<file path="config.mk">
export PLATFORM = sky130hd
export DESIGN_NAME = pipe_mem_ctrl
export DESIGN_NICKNAME = d
export VERILOG_FILES = /design/src/rtl/pipe_mem_ctrl.sv
export SDC_FILE = /design/constraint.sdc
export NUM_CORES = 1
export LEC_CHECK = 0
export BUFFER_PORTS_ARGS = -buffer_cell sky130_fd_sc_hd__buf_2
export CAP_MARGIN = 40
export CORE_MARGIN = 2
export CORE_UTILIZATION = 40
export CTS_CLUSTER_SIZE = 20
export DETAILED_ROUTE_END_ITERATION = 8
export PLACE_DENSITY_LB_ADDON = 0.1
export SYNTH_ARGS = -nofsm -noshare
export SYNTH_HDL_FRONTEND = slang
export SYNTH_SLANG_ARGS = --single-unit
</file>
<file path="constraint.sdc">
create_clock -name clk -period 3.75 [get_ports clk]
set_clock_uncertainty 0.1 [all_clocks]
set_input_delay 0.375 -clock clk [delete_from_list [all_inputs] [get_ports clk]]
set_output_delay 0.375 -clock clk [all_outputs]
set_load 0.005 [all_outputs]
</file>
<file path="src/rtl/pipe_mem_ctrl.sv">
// Pipeline control for the 5-stage CPU: operand forwarding, load-use interlock and data-memory handshake FSM.
// Optional feature macro: PIPE_MEM_CTRL_FWD_EN (defined = bypass network, undefined = interlock on every hazard).
module pipe_mem_ctrl #(
    parameter int TIMEOUT = 16,
    parameter int CNT_W   = 8
) (
    input  logic       clk,
    input  logic       clrn,
    input  logic [4:0] id_rs,
    input  logic [4:0] id_rt,
    input  logic       id_usert,
    input  logic       ewreg,
    input  logic       em2reg,
    input  logic [4:0] ern,
    input  logic       mwreg,
    input  logic       mm2reg,
    input  logic       mwmem,
    input  logic [4:0] mrn,
    input  logic       dmem_ack,
    output logic       dmem_req,
    output logic       dmem_we,
    output logic [1:0] fwda,
    output logic [1:0] fwdb,
    output logic       stall,
    output logic       bubble,
    output logic       pipe_hold,
    output logic       timeout_err
);

    typedef enum logic [1:0] {
        IDLE,
        WAIT,
        DONE
    } state_t;

    localparam logic [CNT_W-1:0] LAST_CNT = CNT_W'(TIMEOUT - 1);

    state_t           state;
    logic [CNT_W-1:0] count;
    logic             m_acc;
    logic             lu;
    logic             e_valid;
    logic             e_hit;

    // r0 is hardwired zero, so it never counts as a real destination
    assign e_valid = ewreg & (ern != 5'd0);
    assign e_hit   = (ern == id_rs) | (id_usert & (ern == id_rt));
    assign m_acc   = mm2reg | mwmem;

`ifdef PIPE_MEM_CTRL_FWD_EN
    function automatic logic [1:0] fwd_sel(input logic [4:0] src);
        logic m_match;
        m_match = mwreg & (mrn != 5'd0) & (mrn == src);
        if (e_valid & ~em2reg & (ern == src))
            fwd_sel = 2'b01;
        else if (m_match & ~mm2reg)
            fwd_sel = 2'b10;
        else if (m_match & mm2reg)
            fwd_sel = 2'b11;
        else
            fwd_sel = 2'b00;
    endfunction

    assign fwda = fwd_sel(id_rs);
    assign fwdb = fwd_sel(id_rt);
    assign lu   = e_valid & em2reg & e_hit;
`else
    logic m_valid;
    logic m_hit;

    // Without a bypass network every RAW hazard against EXE or MEM must interlock
    assign m_valid = mwreg & (mrn != 5'd0);
    assign m_hit   = (mrn == id_rs) | (id_usert & (mrn == id_rt));
    assign fwda    = 2'b00;
    assign fwdb    = 2'b00;
    assign lu      = (e_valid & e_hit) | (m_valid & m_hit);
`endif

    assign pipe_hold = m_acc & (state != DONE);
    assign stall     = pipe_hold | lu;
    assign bubble    = lu & ~pipe_hold;

    // Memory handshake: ack beats a same-cycle timeout, and reset aborts any access in flight
    always_ff @(posedge clk) begin
        if (!clrn) begin
            state       <= IDLE;
            count       <= '0;
            dmem_req    <= 1'b0;
            dmem_we     <= 1'b0;
            timeout_err <= 1'b0;
        end else begin
            case (state)
                IDLE: begin
                    if (m_acc) begin
                        state    <= WAIT;
                        dmem_req <= 1'b1;
                        dmem_we  <= mwmem;
                        count    <= '0;
                    end
                end
                WAIT: begin
                    if (dmem_ack) begin
                        state    <= DONE;
                        dmem_req <= 1'b0;
                        dmem_we  <= 1'b0;
                    end else if (count == LAST_CNT) begin
                        state       <= DONE;
                        dmem_req    <= 1'b0;
                        dmem_we     <= 1'b0;
                        timeout_err <= 1'b1;
                    end else begin
                        count <= count + 1'b1;
                    end
                end
                DONE: begin
                    state <= IDLE;
                end
                default: begin
                    state    <= IDLE;
                    dmem_req <= 1'b0;
                    dmem_we  <= 1'b0;
                end
            endcase
        end
    end

endmodule

</file>
After elaboration in Yosys (flattened, before gate mapping):

Index checks and enable logic that the tools add are counted.

* add/subtract/negate cells: 1
* eq/ne operators: 12
* mux-type cells: 14
* bitwise gates (word level): 16
* reductions and logical operators: 8

Operators by type and width (number)
* 8-bit 2-to-1 mux: 3
* 5-bit equality test: 4
* 8-bit one-hot mux with 2 select lines: 1
* 5-bit nonzero test: 2
* 8-bit by 1-bit adder with 8-bit output (second input constant): 1
* 1-bit bitwise AND: 8
* 8-bit by 4-bit equality test with 1-bit output (second input constant): 1
* 2-bit != test (second input constant): 4
* 2-bit 2-to-1 mux: 3
* 1-bit one-hot mux with 3 select lines: 2
* 3-bit AND reduction: 2
* 1-bit bitwise OR: 5
* 1-bit 2-to-1 mux: 4
* 2-bit one-hot mux with 2 select lines: 1
* 4-bit AND reduction: 1
* 3-bit != test (second input constant): 1
* 1-bit inverter: 3
* 2-bit by 1-bit equality test with 1-bit output (second input constant): 1
* 2-bit equality test (second input constant): 1
* 2-bit logical NOT: 1
* 2-bit AND reduction: 1
* 2-bit nonzero test: 1

* register bits: 13
* bits of input ports: 29
* output and inout port bits: 10
* logic and storage cells: 56

Longest topological paths before layout:

* word-level depth: 6
* depth in mapped cells: 7
* depth with buffers taken out: 6

Worst setup path after synthesis:

Ideal clock, no wire load.

* path kind: input-to-output
* start point: in mrn[1]
* end point: out stall
* arrival time: 1.245 ns
* slack: 2.030 ns
* cell stages on the path: 4
* cell sequence: or4_1 -> o21ai_0 -> o22a_1 -> nand2b_1

* word-level cells in the longest chain between the ends: 6
* elaborated cells between the ends (all ways): 9

RTL lines
* start, declared: RTL line 18 `input logic [4:0] mrn,`
* 5-bit equality test: RTL line 73 `assign m_hit = (mrn == id_rs) | (id_usert & (mrn == id_rt));`
* 1-bit bitwise AND: RTL line 73
* 1-bit bitwise OR: RTL line 73
* 1-bit bitwise AND *: RTL line 76 `assign lu = (e_valid & e_hit) | (m_valid & m_hit);`
* 1-bit bitwise OR *: RTL line 76
* 1-bit bitwise OR *: RTL line 80 `assign stall = pipe_hold | lu;`
* end, declared: RTL line 24 `output logic stall,`

Every way passes the cells marked *; elsewhere a longest branch is shown, timed or not.

Worst setup path in the final report:

Same ends and word-level chain as after synthesis.

==> results.sh <==
export IMPL_synth_warnings=0
export IMPL_wirelength_um=2190
export IMPL_nets=188
export IMPL_async_reset_ff_share_pct=0
export IMPL_max_freq_ghz=0.494
export IMPL_syn2layout_area_growth_pct=18.7
export IMPL_clock_latency_ns=0.28
export IMPL_p_leak_nw=0.491
export IMPL_dpl_hpwl_um=1690
export IMPL_htree_levels=1
export IMPL_status="finished clean"
export IMPL_grt_max_degree=17
export IMPL_wl_per_cell_um=11.8
export IMPL_pre_cts_ws_ns=1.72
export IMPL_syn_area_per_cell_sq_um=7.88
export IMPL_rsz0062_at_grt="false"
export IMPL_report_final_slew_viol_count=0
export IMPL_ctsRootBufferMaster="clkbuf_4"
export IMPL_drive_above_1_share_pct=26.8
export IMPL_grt_pass1_wl_um=3360
export IMPL_grt_pass1_vias=807
export IMPL_post_cts_buffers=0
export IMPL_cts_sinks=13
export IMPL_min_period_over_period_pct=54.0
export IMPL_ioPinCount=39
export IMPL_finalHoldViolCount=0
export IMPL_synth_edf_count=0
export IMPL_syn_area_sq_um=985
export IMPL_ys_seq_area_share_pct=26.4
export IMPL_coreArea_sq_um=2280
export IMPL_antennaDiodeCount=0
export IMPL_drc=0
export IMPL_antenna_left=0
export IMPL_place_congestion=0.704
export IMPL_crit_type="in -> out"
export IMPL_drv_cap=0
export IMPL_antenna_found_initial=0
export IMPL_cp_end_kind="primary output"
export IMPL_fin_crit_ns=2.02
export IMPL_finalSetupViolCount=0
export IMPL_layout_setup_ws_ns=1.73
export IMPL_clockBufferDepth=2
export IMPL_cts_tree="yes"
export IMPL_vdd_ir_drop_worst_mv=0.263
export IMPL_drtIter0Drc=6
export IMPL_synthFlopType="dfxtp_1"
export IMPL_post_cts_resize_count=0
export IMPL_numCtsBuffers=3
export IMPL_yosys_area_top_type_share_pct=26.4
export IMPL_grt_ovfl_total=0
export IMPL_postCtsHoldBufs=0
export IMPL_worstPathRequired_ns=3.27
export IMPL_ff2ff_setup_slack_ns=1.81
export IMPL_setup_tns_ns=0
export IMPL_power_density_nw_per_um2=272
export IMPL_vias_per_cell=5.26
export IMPL_fillers=224
export IMPL_crit_path_max_fanout=3
export IMPL_placement_rows=17
export IMPL_critPathLaunchType="input port"
export IMPL_firstDrtPassIters=4
export IMPL_hold_path_class="in -> reg"
export IMPL_die_area_sq_um=2870
export IMPL_crit_arrival_ns=1.55
export IMPL_die_width_um=53.6
export IMPL_synth_seq_cells=13
export IMPL_post_route_util_pct=51.3
export IMPL_initial_core_util_pct=43.3
export IMPL_grt_total_usage_pct=16.0
export IMPL_synth_area_leaders="dfxtp_1, xor2_1, o21ai_0, nand2_1, nor2_1"
export IMPL_port_buffers=33
export IMPL_synthCells=125
export IMPL_cts_reportedPaths_clkPinSlew_ns=0.07
export IMPL_die_h_um=53.6
export IMPL_yosys_area_top_type="dfxtp_1"
export IMPL_num_vias=974
export IMPL_synth_cell_types=40
==> worst max-delay path, cell delays in order <==
cell and delay, ns:
buf_2 0.13, or4_1 0.51, o21ai_0 0.17, o22a_1 0.19, nand2b_1 0.06, buf_2 0.12
==> per-stage QoR <==
| step | instances | power, mW | hold WS [ns] | instance area (sq um) |
|---|---|---|---|---|
| 2_1_floorplan | 128 | 0.204 | 0.332 | 996 |
| 3_5_place_dp | 181 | 0.233 | 0.354 | 1140 |
| 3_3_place_gp | 181 | 0.232 | 0.358 | 1140 |
| 4_1_cts | 185 | 0.320 | 0.332 | 1170 |
| 5_1_grt | 185 | 0.337 | 0.365 | 1170 |
| 6_report | 185 | 0.318 | 0.339 | 1170 |
==> registers in the layout, indices dropped and copies added, names as in the netlist <==
register and flops:
state 2, count 8, timeout_err 1, dmem_we 1, dmem_req 1
==> area by class of cell <==
| type | count | area [sq um] | area share [%] |
|---|---|---|---|
| multi-input cells | 104 | 671 | 57.4 |
| well taps | 28 | 35.0 | 3.00 |
| inverters | 3 | 11.3 | 0.964 |
| flip-flops and latches | 13 | 260 | 22.3 |
| repair buffers | 33 | 165 | 14.1 |
| clock buffers | 4 | 26.3 | 2.25 |
==> worst paths after layout <==
kind | start | to | cells after the start
worst max-delay path | mrn[1] | stall | 6
worst max register to register | count[0] | count[2] | 6
worst min-delay path | clrn | state[1] | 3
worst min register to register | count[7] | count[7] | 1
==> cells in the final DEF (no fill, tap or decap), drive strengths merged, types with 2 or more instances in the layout <==
cell type / Yosys / final
nor3b: 2 / 2
xnor2: 2 / 2
dfxtp: 13 / 13
nand2: 11 / 11
inv: 3 / 3
nor3: 5 / 5
xor2: 18 / 18
nand3: 3 / 3
clkbuf: 3 / 4
a31oi: 4 / 4
nand2b: 3 / 3
a32oi: 2 / 2
a21oi: 6 / 6
o21ai: 11 / 11
conb: 1 / 4
nor2b: 4 / 4
or4: 2 / 2
nor4: 2 / 2
nor2: 10 / 10
buf: 5 / 33
==> Yosys cell counts, drive strengths merged, types with 2 or more instances <==
| cell | instances |
|---|---|
| xor2 | 18 |
| dfxtp | 13 |
| nand2 | 11 |
| o21ai | 11 |
| nor2 | 10 |
| a21oi | 6 |
| buf | 5 |
| nor3 | 5 |
| a31oi | 4 |
| nor2b | 4 |
| clkbuf | 3 |
| inv | 3 |
| nand2b | 3 |
| nand3 | 3 |
| a32oi | 2 |
| nor3b | 2 |
| nor4 | 2 |
| or4 | 2 |
| xnor2 | 2 |
==> kinds of logic after synthesis <==
logic type / synth area share, %
adders and majority gates: 1.27
DFF: 26.4
other: 0.381
xor gates and xnor gates: 17.8
AOI/OAI and AO/OA: 21.7
buffers and inverters: 6.61
and+or+nand+nor: 25.8
==> power by group <==
| part | internal, mW | total, mW | switching (mW) |
|---|---|---|---|
| combinational | 0.0369 | 0.0807 | 0.0438 |
| sequential | 0.143 | 0.150 | 0.00678 |
| clock | 0.0413 | 0.0873 | 0.0460 |
| total | 0.221 | 0.318 | 0.0966 |
==> layer usage <==
metal / vias to the layer above / wire length (um) / GRT usage, % / part of all wire [%]
met5: - / 0 / 0 / 0
met4: 0 / 39 / 8.97 / 1.8
met3: 5 / 134 / 0.833 / 6.1
met2: 30 / 1040 / 30.2 / 48
met1: 438 / 972 / 17.7 / 44
li1: 501 / - / - / -
Power figures use the tool's default switching activity.
